==> src/rtl/mem_sched_pkg.sv <==
// Shared types and default widths for the RAM sequencer/arbiter.
package mem_sched_pkg;

    localparam int unsigned N_REQ_DEF      = 4;
    localparam int unsigned ADDR_WIDTH_DEF = 16;
    localparam int unsigned DATA_WIDTH_DEF = 16;
    localparam int unsigned LEN_WIDTH_DEF  = 5;
    localparam int unsigned BURST_MAX      = 25;

    localparam logic RW_READ  = 1'b1;
    localparam logic RW_WRITE = 1'b0;

    typedef enum logic [1:0] {
        IDLE  = 2'd0,
        WRITE = 2'd1,
        READ  = 2'd2,
        DRAIN = 2'd3
    } sched_state_t;

endpackage

==> src/rtl/mem_sched_if.sv <==
// Request, RAM and response bus of mem_scheduler; slave is the scheduler side.
interface mem_sched_if
    import mem_sched_pkg::*;
#(
    parameter int unsigned N_REQ      = N_REQ_DEF,
    parameter int unsigned ADDR_WIDTH = ADDR_WIDTH_DEF,
    parameter int unsigned DATA_WIDTH = DATA_WIDTH_DEF,
    parameter int unsigned LEN_WIDTH  = LEN_WIDTH_DEF
);
    localparam int unsigned ID_WIDTH = $clog2(N_REQ);

    logic [N_REQ-1:0]            req_valid;
    logic [N_REQ-1:0]            req_rw;
    logic [N_REQ*ADDR_WIDTH-1:0] req_addr;
    logic [N_REQ*LEN_WIDTH-1:0]  req_len;
    logic [N_REQ*DATA_WIDTH-1:0] req_wdata;
    logic [N_REQ-1:0]            req_ready;

    logic                        mem_en;
    logic                        mem_rw;
    logic [ADDR_WIDTH-1:0]       mem_addr;
    logic [DATA_WIDTH-1:0]       mem_wdata;
    logic [DATA_WIDTH-1:0]       mem_rdata;

    logic                        rsp_valid;
    logic [ID_WIDTH-1:0]         rsp_id;
    logic [DATA_WIDTH-1:0]       rsp_data;
    logic                        rsp_last;
    logic                        busy;

    modport master (
        output req_valid, req_rw, req_addr, req_len, req_wdata, mem_rdata,
        input  req_ready, mem_en, mem_rw, mem_addr, mem_wdata,
        input  rsp_valid, rsp_id, rsp_data, rsp_last, busy
    );

    modport slave (
        input  req_valid, req_rw, req_addr, req_len, req_wdata, mem_rdata,
        output req_ready, mem_en, mem_rw, mem_addr, mem_wdata,
        output rsp_valid, rsp_id, rsp_data, rsp_last, busy
    );

endinterface

==> src/rtl/mem_scheduler_rr_arbiter.sv <==
// Request arbiter: round-robin when MEM_SCHED_RR_EN is defined, else fixed lowest-index priority.
module rr_arbiter #(
    parameter int unsigned N_REQ = 4
) (
`ifdef MEM_SCHED_RR_EN
    input  logic                     clk,
    input  logic                     rst_n,
`endif
    input  logic [N_REQ-1:0]         req,
    input  logic                     advance,
    output logic [N_REQ-1:0]         grant,
    output logic [$clog2(N_REQ)-1:0] index
);
    localparam int unsigned IW = $clog2(N_REQ);

    logic found;

`ifdef MEM_SCHED_RR_EN
    logic [IW-1:0] last_q;
    logic [IW-1:0] cand;

    // Search from last winner + 1, wrapping modulo N_REQ.
    always_comb begin
        grant = '0;
        index = '0;
        found = 1'b0;
        cand  = '0;
        for (int unsigned i = 1; i <= N_REQ; i++) begin
            cand = IW'((32'(last_q) + i) % N_REQ);
            if (!found && req[cand]) begin
                found       = 1'b1;
                grant[cand] = 1'b1;
                index       = cand;
            end
        end
    end

    always_ff @(posedge clk or negedge rst_n) begin
        if (!rst_n) begin
            last_q <= IW'(N_REQ - 1);
        end else if (advance && found) begin
            last_q <= index;
        end
    end
`else
    logic unused_advance;
    assign unused_advance = advance;

    always_comb begin
        grant = '0;
        index = '0;
        found = 1'b0;
        for (int i = 0; i < int'(N_REQ); i++) begin
            if (!found && req[IW'(i)]) begin
                found          = 1'b1;
                grant[IW'(i)]  = 1'b1;
                index          = IW'(i);
            end
        end
    end
`endif

endmodule

==> src/rtl/mem_scheduler.sv <==
// Shares a single-port RAM between requesters: single-word writes, clamped read bursts.
// Arbitration policy selected by MEM_SCHED_RR_EN (defined: round-robin, else fixed priority).
module mem_scheduler #(
    parameter int unsigned N_REQ      = mem_sched_pkg::N_REQ_DEF,
    parameter int unsigned ADDR_WIDTH = mem_sched_pkg::ADDR_WIDTH_DEF,
    parameter int unsigned DATA_WIDTH = mem_sched_pkg::DATA_WIDTH_DEF,
    parameter int unsigned LEN_WIDTH  = mem_sched_pkg::LEN_WIDTH_DEF,
    parameter int unsigned BURST_MAX  = mem_sched_pkg::BURST_MAX
) (
    input  logic       clk,
    input  logic       rst_n,
    mem_sched_if.slave bus
);
    import mem_sched_pkg::*;

    localparam int unsigned ID_WIDTH = $clog2(N_REQ);

    sched_state_t          state_q, state_d;
    logic                  mem_en_q, mem_en_d;
    logic                  mem_rw_q, mem_rw_d;
    logic [ADDR_WIDTH-1:0] mem_addr_q, mem_addr_d;
    logic [DATA_WIDTH-1:0] mem_wdata_q, mem_wdata_d;
    logic                  rsp_valid_q, rsp_valid_d;
    logic                  rsp_last_q, rsp_last_d;
    logic [ID_WIDTH-1:0]   rsp_id_q, rsp_id_d;
    logic [ID_WIDTH-1:0]   id_q, id_d;
    logic [LEN_WIDTH-1:0]  rem_q, rem_d;

    logic [N_REQ-1:0]      grant;
    logic [ID_WIDTH-1:0]   win_idx;
    logic                  accept;
    logic                  sel_rw;
    logic [ADDR_WIDTH-1:0] sel_addr;
    logic [DATA_WIDTH-1:0] sel_wdata;
    logic [LEN_WIDTH-1:0]  sel_len;
    logic [LEN_WIDTH-1:0]  eff_len;

    assign accept = (state_q == IDLE) && (|bus.req_valid);

    rr_arbiter #(.N_REQ(N_REQ)) u_arb (
`ifdef MEM_SCHED_RR_EN
        .clk     (clk),
        .rst_n   (rst_n),
`endif
        .req     (bus.req_valid),
        .advance (accept),
        .grant   (grant),
        .index   (win_idx)
    );

    // Winner's request fields.
    always_comb begin
        sel_rw    = RW_WRITE;
        sel_addr  = '0;
        sel_wdata = '0;
        sel_len   = '0;
        for (int i = 0; i < int'(N_REQ); i++) begin
            if (win_idx == ID_WIDTH'(i)) begin
                sel_rw    = bus.req_rw[i];
                sel_addr  = bus.req_addr[i*ADDR_WIDTH +: ADDR_WIDTH];
                sel_wdata = bus.req_wdata[i*DATA_WIDTH +: DATA_WIDTH];
                sel_len   = bus.req_len[i*LEN_WIDTH +: LEN_WIDTH];
            end
        end
    end

    // Length 0 means one word; anything above a block is clamped to a block.
    always_comb begin
        if (sel_len == '0) begin
            eff_len = LEN_WIDTH'(1);
        end else if (sel_len > LEN_WIDTH'(BURST_MAX)) begin
            eff_len = LEN_WIDTH'(BURST_MAX);
        end else begin
            eff_len = sel_len;
        end
    end

    always_comb begin
        state_d     = state_q;
        mem_en_d    = mem_en_q;
        mem_rw_d    = mem_rw_q;
        mem_addr_d  = mem_addr_q;
        mem_wdata_d = mem_wdata_q;
        id_d        = id_q;
        rem_d       = rem_q;
        rsp_valid_d = mem_en_q && (mem_rw_q == RW_READ);
        rsp_last_d  = rsp_valid_d && (rem_q == '0);
        rsp_id_d    = rsp_valid_d ? id_q : rsp_id_q;

        case (state_q)
            IDLE: begin
                if (accept) begin
                    mem_en_d   = 1'b1;
                    mem_rw_d   = sel_rw;
                    mem_addr_d = sel_addr;
                    id_d       = win_idx;
                    rem_d      = eff_len - LEN_WIDTH'(1);
                    if (sel_rw == RW_WRITE) begin
                        mem_wdata_d = sel_wdata;
                        state_d     = WRITE;
                    end else begin
                        state_d     = READ;
                    end
                end
            end
            WRITE: begin
                mem_en_d = 1'b0;
                state_d  = IDLE;
            end
            READ: begin
                if (rem_q == '0) begin
                    mem_en_d = 1'b0;
                    state_d  = DRAIN;
                end else begin
                    rem_d      = rem_q - LEN_WIDTH'(1);
                    mem_addr_d = mem_addr_q + ADDR_WIDTH'(1);
                end
            end
            DRAIN: begin
                state_d = IDLE;
            end
            default: begin
                state_d  = IDLE;
                mem_en_d = 1'b0;
            end
        endcase
    end

    always_ff @(posedge clk or negedge rst_n) begin
        if (!rst_n) begin
            state_q     <= IDLE;
            mem_en_q    <= 1'b0;
            mem_rw_q    <= 1'b0;
            mem_addr_q  <= '0;
            mem_wdata_q <= '0;
            rsp_valid_q <= 1'b0;
            rsp_last_q  <= 1'b0;
            rsp_id_q    <= '0;
            id_q        <= '0;
            rem_q       <= '0;
        end else begin
            state_q     <= state_d;
            mem_en_q    <= mem_en_d;
            mem_rw_q    <= mem_rw_d;
            mem_addr_q  <= mem_addr_d;
            mem_wdata_q <= mem_wdata_d;
            rsp_valid_q <= rsp_valid_d;
            rsp_last_q  <= rsp_last_d;
            rsp_id_q    <= rsp_id_d;
            id_q        <= id_d;
            rem_q       <= rem_d;
        end
    end

    // Accept pulse and busy are combinational so they land in the accept cycle.
    assign bus.req_ready = (rst_n && state_q == IDLE) ? grant : '0;
    assign bus.busy      = (state_q != IDLE) || (|bus.req_ready);
    assign bus.mem_en    = mem_en_q;
    assign bus.mem_rw    = mem_rw_q;
    assign bus.mem_addr  = mem_addr_q;
    assign bus.mem_wdata = mem_wdata_q;
    assign bus.rsp_valid = rsp_valid_q;
    assign bus.rsp_last  = rsp_last_q;
    assign bus.rsp_id    = rsp_id_q;
    assign bus.rsp_data  = rsp_valid_q ? bus.mem_rdata : '0;

endmodule

==> src/flat_wrapper.sv <==
// flat-port wrapper written by rule: the top's interface ports become plain ports
module mem_scheduler_flat import mem_sched_pkg::*;
#(
    parameter int unsigned N_REQ      = mem_sched_pkg::N_REQ_DEF,
    parameter int unsigned ADDR_WIDTH = mem_sched_pkg::ADDR_WIDTH_DEF,
    parameter int unsigned DATA_WIDTH = mem_sched_pkg::DATA_WIDTH_DEF,
    parameter int unsigned LEN_WIDTH  = mem_sched_pkg::LEN_WIDTH_DEF,
    parameter int unsigned BURST_MAX  = mem_sched_pkg::BURST_MAX
)
  (clk, rst_n, bus_req_valid, bus_req_rw, bus_req_addr, bus_req_len, bus_req_wdata, bus_mem_rdata, bus_req_ready, bus_mem_en, bus_mem_rw, bus_mem_addr, bus_mem_wdata, bus_rsp_valid, bus_rsp_id, bus_rsp_data, bus_rsp_last, bus_busy);
  mem_sched_if #(.N_REQ(N_REQ), .ADDR_WIDTH(ADDR_WIDTH), .DATA_WIDTH(DATA_WIDTH), .LEN_WIDTH(LEN_WIDTH)) bus_i ();
  input  logic clk;
  input  logic rst_n;
  input wire logic [$bits(bus_i.req_valid)-1:0] bus_req_valid;
  input wire logic [$bits(bus_i.req_rw)-1:0] bus_req_rw;
  input wire logic [$bits(bus_i.req_addr)-1:0] bus_req_addr;
  input wire logic [$bits(bus_i.req_len)-1:0] bus_req_len;
  input wire logic [$bits(bus_i.req_wdata)-1:0] bus_req_wdata;
  input wire logic [$bits(bus_i.mem_rdata)-1:0] bus_mem_rdata;
  output wire logic [$bits(bus_i.req_ready)-1:0] bus_req_ready;
  output wire logic [$bits(bus_i.mem_en)-1:0] bus_mem_en;
  output wire logic [$bits(bus_i.mem_rw)-1:0] bus_mem_rw;
  output wire logic [$bits(bus_i.mem_addr)-1:0] bus_mem_addr;
  output wire logic [$bits(bus_i.mem_wdata)-1:0] bus_mem_wdata;
  output wire logic [$bits(bus_i.rsp_valid)-1:0] bus_rsp_valid;
  output wire logic [$bits(bus_i.rsp_id)-1:0] bus_rsp_id;
  output wire logic [$bits(bus_i.rsp_data)-1:0] bus_rsp_data;
  output wire logic [$bits(bus_i.rsp_last)-1:0] bus_rsp_last;
  output wire logic [$bits(bus_i.busy)-1:0] bus_busy;
  assign bus_i.req_valid = bus_req_valid;
  assign bus_i.req_rw = bus_req_rw;
  assign bus_i.req_addr = bus_req_addr;
  assign bus_i.req_len = bus_req_len;
  assign bus_i.req_wdata = bus_req_wdata;
  assign bus_i.mem_rdata = bus_mem_rdata;
  assign bus_req_ready = bus_i.req_ready;
  assign bus_mem_en = bus_i.mem_en;
  assign bus_mem_rw = bus_i.mem_rw;
  assign bus_mem_addr = bus_i.mem_addr;
  assign bus_mem_wdata = bus_i.mem_wdata;
  assign bus_rsp_valid = bus_i.rsp_valid;
  assign bus_rsp_id = bus_i.rsp_id;
  assign bus_rsp_data = bus_i.rsp_data;
  assign bus_rsp_last = bus_i.rsp_last;
  assign bus_busy = bus_i.busy;
  mem_scheduler #(.N_REQ(N_REQ), .ADDR_WIDTH(ADDR_WIDTH), .DATA_WIDTH(DATA_WIDTH), .LEN_WIDTH(LEN_WIDTH), .BURST_MAX(BURST_MAX)) u_core (.clk(clk), .rst_n(rst_n), .bus(bus_i));
endmodule
==> config.mk <==
export PLATFORM = sky130hd
export DESIGN_NAME = mem_scheduler_flat
export DESIGN_NICKNAME = d
export VERILOG_FILES = /design/src/rtl/mem_sched_pkg.sv /design/src/rtl/mem_sched_if.sv /design/src/rtl/mem_scheduler_rr_arbiter.sv /design/src/rtl/mem_scheduler.sv /design/src/flat_wrapper.sv
export SDC_FILE = /design/constraint.sdc
export NUM_CORES = 1
export LEC_CHECK = 0
export CAP_MARGIN = 40
export CORE_UTILIZATION = 30
export CTS_CLUSTER_DIAMETER = 40
export DETAILED_ROUTE_END_ITERATION = 16
export PLACE_DENSITY = 0.73
export SLEW_MARGIN = 20
export SYNTH_ARGS = -nofsm -noshare
export SYNTH_HDL_FRONTEND = slang
export SYNTH_SLANG_ARGS = --single-unit
export TNS_END_PERCENT = 5
==> constraint.sdc <==
create_clock -name clk -period 2.2 [get_ports clk]
set_clock_uncertainty 0.2 [all_clocks]
set_input_delay 0.44 -clock clk [delete_from_list [all_inputs] [get_ports clk]]
set_output_delay 0.44 -clock clk [all_outputs]
set_load 0.02 [all_outputs]
==> run_results.csv, run 1 <==
group,metric,value,unit
clocking,num_cts_buffers,5,
floorplanning,initial_core_util,0.314,
logic_synthesis,synth_seq_area_share,0.385,
sta,timing.hold.ws,0.0752,ns
worst_setup_path,worst_ep_arrival_time,2.20,ns
placed_design,hpwl,7300,um
logic_synthesis,syn_avg_cell_area,7.74,um2
layout,drive_gt1_frac,0.156,
sta,timing.max_slew.rel_slack,0.608,
flow_run,maximum_capacitance_violations,0,
sta,fmax,451,MHz
clocking,cell_chosen_for_the_clock_root,"sky130_fd_sc_hd__clkbuf_8",
floorplanning,fp-row-count,35,
layout,syn_to_final_growth,70.7,%
floorplanning,core_region_area,9330,um2
sta,grt_setup_unrepaired,"yes",
worst_setup_path,r2r-end,"u_core.bus.mem_addr[3]",
power,total_power,6.06,mW
sta,setup-violations-final,2,
worst_setup_path,crit_type,"in2reg",
floorplanning,pin_count,233,
logic_synthesis,number_of_enable_type_register_cells_in_the_synthesized_netlist,0,
global_routing,grt_start_max_net_pins,46,
detailed_routing,detail-route-antenna-nets,0,
power,power_density,1210,nW/um2
detailed_routing,route.vias.total,3370,
outcome,outcome,"finished with violations",
sta,worst_slew_pin_slew,0.587,ns
placed_design,numPortBuffers,153,
logic_synthesis,postSynthRegisterBits,45,
placed_design,dp.cells,676,
global_routing,gr_util_all_layers,0.185,
logic_synthesis,synth_area,2930,um2
worst_setup_path,crit_fanout,2,
worst_setup_path,crit_path_start_kind,"input port",
global_routing,antenna_violations_before_repair,0,
min_path,holdCritPathClass,"in2async",
clocking,cts_tree,"built",
floorplanning,floorplan.die.height,101,um
global_routing,grt_overflow,0,
global_routing,grt_pass1_wl,15000,um
layout,nFillCells,906,
logic_synthesis,synth.distinct_cells,45,
detailed_routing,detail_route.wl_per_cell,13.7,um
layout,antenna_cells_inserted,0,
clocking,worst_skew_pair.late_latency,0.29,ns
power,p_leak,2.24,nW
power,vdd_ir_drop_max,0.452,mV
outcome,failing_checks,"setup timing",
worst_setup_path,max_stage_delay_on_crit_path,0.49,ns
clocking,ctsHtreeMaxLevel,2,
floorplanning,die_area,10200,um2
worst_setup_path,required,2.19,ns
clocking,clockBufferDepth,2,
floorplanning,chipWidth,101,um
worst_setup_path,rrSetupSlack,0.02,ns
worst_setup_path,worstSetupEndpointType,"register",
worst_setup_path,critical-path-slowest-cell,"sky130_fd_sc_hd__or4b_1",
sta,drv_slew,0,
worst_setup_path,rr_startpoint,"u_core.rem_q[0]",
clocking,clkTransAtPathRegs,0.08,ns
clocking,hold_buffers,0,
sta,setup_ws,-0.0163,ns
detailed_routing,drt-vias-per-instance,4.90,
layout,stdcell_count,688,
detailed_routing,drt-initial-drc-count,190,
detailed_routing,drt-pass1-iter-count,4,
placed_design,global_placement_routability_congestion,0.833,
worst_setup_path,timing.reg2reg.worst_path_depth,6,
worst_setup_path,critical_path.cell_chain,"dlygate4sd2_1 > or4b_1 > o31ai_1 > mux2i_1 > a41oi_2 > inv_1 > ha_2 > buf_4 > xnor2_1 > o21ai_1",
logic_synthesis,synth_cells,378,
logic_synthesis,ys_warn_count,0,
clocking,clkSinkCount,45,
detailed_routing,wl,9420,um
sta,final_period_utilization,1.01,
global_routing,first_global_vias,3176,
sta,min_period,2.22,ns
sta,final_hold_viol_count,0,
layout,layout.nets,738,
detailed_routing,drc,0,
logic_synthesis,dominant_synthesized_flop_cell,"sky130_fd_sc_hd__dfrtp_1",
logic_synthesis,share_of_flip_flops_with_an_asynchronous_set_or_reset_after_synthesis,1.00,
## how the worst max path moves through the flow
stage,slack (ns),startpoint,end,depth (start not counted)
3_5_place_dp,-0.70,bus_req_valid[0],u_core.rem_q[4],11
3_3_place_gp,-0.54,bus_req_valid[0],u_core.rem_q[4],11
4_1_cts,-0.002,u_core.state_q[0],u_core.bus.mem_addr[5],8
2_1_floorplan,-0.006,bus_req_valid[0],u_core.rem_q[4],10
5_1_grt,-0.1,bus_req_len[9],u_core.rem_q[2],10
6_report,-0.02,bus_req_len[9],u_core.rem_q[2],10
## routing by layer
metal / part of all wire / global-route usage
met5: 0 / 0
met4: 0.015 / 0.0513
met3: 0.080 / 0.0361
met2: 0.49 / 0.330
met1: 0.42 / 0.225
## what timing repair did
item / CTS / global route
gates resized for setup: 38 / 14
setup endpoints to repair: 58 / 24
pin swaps: 5 / 8
buffers inserted: 2 / 2
## synthesized netlist by cell type, drive strengths merged (2+ instances only)
library cell / number / area share
a21oi: 25 / 0.044
a31oi: 18 / 0.038
a41oi: 5 / 0.015
and2: 16 / 0.034
and3: 9 / 0.019
buf: 10 / 0.025
clkbuf: 14 / 0.018
dfrtp: 45 / 0.38
ha: 6 / 0.026
inv: 8 / 0.010
mux2: 4 / 0.015
mux2i: 12 / 0.041
nand2: 94 / 0.12
nand3: 22 / 0.039
nand4: 3 / 0.0064
nor2: 35 / 0.045
o21ai: 26 / 0.047
o22ai: 5 / 0.011
o31ai: 2 / 0.0051
or2: 2 / 0.0043
or4: 2 / 0.0064
## area by class of cell
type / instances / area [um2] / share of cell area
Clock inverter: 1 / 5.00 / 0.00100
Inverter: 8 / 30.0 / 0.00601
Tap cell: 129 / 161 / 0.0323
Timing Repair Buffer: 195 / 1840 / 0.368
Sequential cell: 45 / 1130 / 0.226
Clock buffer: 7 / 96.3 / 0.0193
Multi-Input combinational cell: 303 / 1740 / 0.348
## state kept, by name, indices dropped and copies added (netlist names)
register              count
u_core.bus.mem_addr      16
u_core.bus.mem_wdata     16
u_core.rem_q              5
u_core.state_q            2
u_core.bus.mem_en         1
u_core.bus.mem_rw         1
u_core.bus.rsp_id         1
u_core.bus.rsp_last       1
u_core.bus.rsp_valid      1
u_core.id_q               1
## per-stage QoR
stage | worst slack (ns) | TNS [ns] | utilization | cell area (um2)
floorplan | -0.00588 | -0.00588 | - | 2960
global placement | -0.543 | -16.25 | 0.517 | 4820
detailed placement | -0.699 | -17.58 | 0.517 | 4820
CTS | -0.00177 | -0.00177 | 0.529 | 4930
global route | -0.0985 | -0.748 | 0.535 | 4990
finish | -0.0163 | -0.0200 | 0.535 | 4990
## worst max-delay path, delay by kind of cell
kind	cells	cell delay [ns]
buffers and inverters	3	0.45
and+or+nand+nor	1	0.49
muxes	1	0.14
AOI/OAI and AO/OA	3	0.33
adders and majority gates	1	0.17
xor gates and xnor gates	1	0.19
## logic make-up after synthesis
logic type               share of synthesized area
AND/OR/NAND/NOR                              0.295
XOR/XNOR                                   0.00599
multiplexers                                0.0564
other                                      0.00128
AO/OA/AOI/OAI                                0.177
flip-flops                                   0.385
buffers and inverters                       0.0534
adder cells (fa/ha/maj)                     0.0257
## layout by cell type, fill, tap and decap left out, types with 2 or more instances in the layout
cell,count
sky130_fd_sc_hd__buf_4,38
sky130_fd_sc_hd__clkdlybuf4s50_1,125
sky130_fd_sc_hd__clkbuf_2,2
sky130_fd_sc_hd__nand3_1,17
sky130_fd_sc_hd__a41oi_1,4
sky130_fd_sc_hd__ha_1,3
sky130_fd_sc_hd__inv_1,7
sky130_fd_sc_hd__nand3_2,5
sky130_fd_sc_hd__mux2_2,4
sky130_fd_sc_hd__and3_1,8
sky130_fd_sc_hd__conb_1,3
sky130_fd_sc_hd__buf_6,2
sky130_fd_sc_hd__o21ai_2,3
sky130_fd_sc_hd__a31oi_1,18
sky130_fd_sc_hd__dfrtp_1,44
sky130_fd_sc_hd__or4_4,2
sky130_fd_sc_hd__or2_2,2
sky130_fd_sc_hd__buf_12,2
sky130_fd_sc_hd__nand4_1,3
sky130_fd_sc_hd__a21oi_1,22
sky130_fd_sc_hd__o21ai_1,15
sky130_fd_sc_hd__nand2_1,94
sky130_fd_sc_hd__and2_1,16
sky130_fd_sc_hd__mux2i_1,11
sky130_fd_sc_hd__nor2_1,34
sky130_fd_sc_hd__dlygate4sd2_1,23
sky130_fd_sc_hd__o22ai_1,5
sky130_fd_sc_hd__ha_2,3
sky130_fd_sc_hd__o21ai_0,8
sky130_fd_sc_hd__o31ai_1,2
sky130_fd_sc_hd__clkbuf_8,7
sky130_fd_sc_hd__a21oi_2,2
sky130_fd_sc_hd__clkdlybuf4s15_2,2
## where the power goes
part | total, mW | switching, mW | leakage (nW) | internal [mW]
combinational | 3.85 | 1.97 | 1.66 | 1.88
sequential | 1.65 | 0.403 | 0.518 | 1.24
clock | 0.562 | 0.277 | 0.0542 | 0.284
(Power assumes the default switching activity.)
==> run 2: changes to the inputs <==
--- a/config.mk
+++ b/config.mk
@@ -6,6 +6,7 @@
 export NUM_CORES = 1
 export LEC_CHECK = 0
 export CAP_MARGIN = 40
+export CORE_MARGIN = 5
 export CORE_UTILIZATION = 30
 export CTS_CLUSTER_DIAMETER = 40
 export DETAILED_ROUTE_END_ITERATION = 16
==> run 2 against run 1 <==
  * The flow now finishes without violations
  * Core utilization fell by 2.1 points
  * Final cell count fell by 0.73%
  * Sequential power about the same
==> run_results.csv, run 2 (synthesis results as in run 1) <==
group,metric,value,unit
worst_setup_path,critical_path.startpoint,"u_core.rem_q[3]",
clocking,cell_chosen_for_the_clock_root,"sky130_fd_sc_hd__clkbuf_8",
sta,min_period,2.15,ns
worst_setup_path,r2r-end,"u_core.rem_q[3]",
power,total_power,6.08,mW
min_path,holdCritPathClass,"in2async",
worst_setup_path,rr_startpoint,"u_core.rem_q[3]",
outcome,outcome,"completed",
clocking,clkSinkCount,45,
global_routing,grt_pass1_wl,15600,um
worst_setup_path,worstSetupEndpointType,"register",
sta,grt_setup_unrepaired,"yes",
layout,drive_gt1_frac,0.144,
layout,layout.nets,729,
sta,final_hold_viol_count,0,
layout,syn_to_final_growth,69.4,%
layout,antenna_cells_inserted,0,
placed_design,numPortBuffers,153,
detailed_routing,route.vias.total,3348,
global_routing,antenna_violations_before_repair,0,
placed_design,global_placement_routability_congestion,0.910,
detailed_routing,detail_route.wl_per_cell,14.8,um
floorplanning,pin_count,233,
detailed_routing,drt-pass1-iter-count,4,
worst_setup_path,crit_type,"reg2reg",
floorplanning,initial_core_util,0.304,
sta,fmax,466,MHz
global_routing,grt_start_max_net_pins,46,
detailed_routing,drt-initial-drc-count,159,
placed_design,hpwl,7950,um
floorplanning,chipWidth,109,um
floorplanning,floorplan.die.height,109,um
sta,worst_slew_pin_slew,0.602,ns
worst_setup_path,rrSetupSlack,0.05,ns
clocking,hold_buffers,0,
detailed_routing,wl,10100,um
global_routing,gr_util_all_layers,0.165,
power,p_leak,2.20,nW
worst_setup_path,worst_ep_arrival_time,2.13,ns
detailed_routing,detail-route-antenna-nets,0,
clocking,clkTransAtPathRegs,0.09,ns
clocking,clockBufferDepth,2,
sta,tns,0,ns
sta,final_period_utilization,0.975,
detailed_routing,drc,0,
power,power_density,1230,nW/um2
floorplanning,fp-row-count,36,
clocking,worst_skew_pair.late_latency,0.30,ns
layout,layout.cells.most_common_list,"sky130_fd_sc_hd__clkdlybuf4s50_1, sky130_fd_sc_hd__nand2_1, sky130_fd_sc_hd__dfrtp_1",
clocking,num_cts_buffers,5,
sta,setup-violations-final,0,
sta,timing.max_slew.rel_slack,0.599,
worst_setup_path,crit_path_start_kind,"register",
worst_setup_path,crit_fanout,6,
floorplanning,core_region_area,9640,um2
detailed_routing,drt-vias-per-instance,4.90,
floorplanning,die_area,11800,um2
power,vdd_ir_drop_max,0.478,mV
clocking,ctsHtreeMaxLevel,2,
global_routing,grt_overflow,0,
global_routing,first_global_vias,3240,
worst_setup_path,timing.reg2reg.worst_path_depth,7,
layout,mostFrequentLayoutCell,"sky130_fd_sc_hd__clkdlybuf4s50_1",
flow_run,maximum_capacitance_violations,0,
worst_setup_path,required,2.18,ns
sta,drv_slew,0,
clocking,cts_tree,"built",
[run 2: changes by cell type in the layout (fill, tap and decap cells not counted), moves of 3 or more]
cell,delta
sky130_fd_sc_hd__buf_4,-9
sky130_fd_sc_hd__inv_1,-4
sky130_fd_sc_hd__inv_2,+4
sky130_fd_sc_hd__nand3_1,+4
sky130_fd_sc_hd__nand3_2,-4
sky130_fd_sc_hd__ha_2,-3
sky130_fd_sc_hd__ha_4,+3
[run 2: worst max-delay path by stage]
stage | to | slack, ns
after detailed placement | u_core.rem_q[4] | -0.62
final | u_core.rem_q[3] | 0.05
after floorplan | u_core.rem_q[4] | -0.006
after global placement | u_core.rem_q[4] | -0.51
after global routing | u_core.rem_q[4] | -0.04
after CTS | bus_req_ready[0] | 0.008
[run 2: area by class of cell]
class	instances	area [um2]
clock buffers	6	82.6
clock inverters	2	37.5
fillers	956	4680
inverters	8	30.0
multi-input cells	303	1750
flip-flops and latches	45	1130
well taps	133	166
repair buffers	186	1760
[run 2: critical path, stage by stage (launching register included)]
cell	delay, ns
sky130_fd_sc_hd__dfrtp_1	0.41
sky130_fd_sc_hd__or4_4	0.56
sky130_fd_sc_hd__o32a_1	0.34
sky130_fd_sc_hd__o21ai_2	0.11
sky130_fd_sc_hd__buf_6	0.15
sky130_fd_sc_hd__nor4b_1	0.05
sky130_fd_sc_hd__mux2i_1	0.13
sky130_fd_sc_hd__nand3_1	0.08
[run 2: repair_timing]
action                                  in CTS  in global routing
pin swaps                                    6                  9
cloned                                       0                  0
resized for setup                           39                 20
endpoints found under the setup margin      61                 22
buffers inserted                             0                  1
[run 2: power by group]
group	internal [mW]	switching, mW
logic	1.80	1.98
clock network	0.369	0.287
registers	1.24	0.404
total	3.41	2.67
[run 2: layer usage]
metal	up-vias	part of all wire	track usage
met2	116	0.49	0.287
met1	1566	0.42	0.202
met3	19	0.069	0.0385
li1	1647	-	-
met5	-	0	0
met4	0	0.015	0.0478
[run 2: stage by stage]
stage	hold slack [ns]	util	instances	setup slack, ns	instance area, um2
3_5_place_dp	0.302	0.496	674	-0.621	4780
6_report	0.130	0.514	683	0.0547	4960
2_1_floorplan	-0.0556	-	380	-0.00588	2960
4_1_cts	0.155	0.509	682	0.00845	4900
5_1_grt	0.184	0.514	683	-0.0366	4960
3_3_place_gp	0.260	0.496	674	-0.515	4780
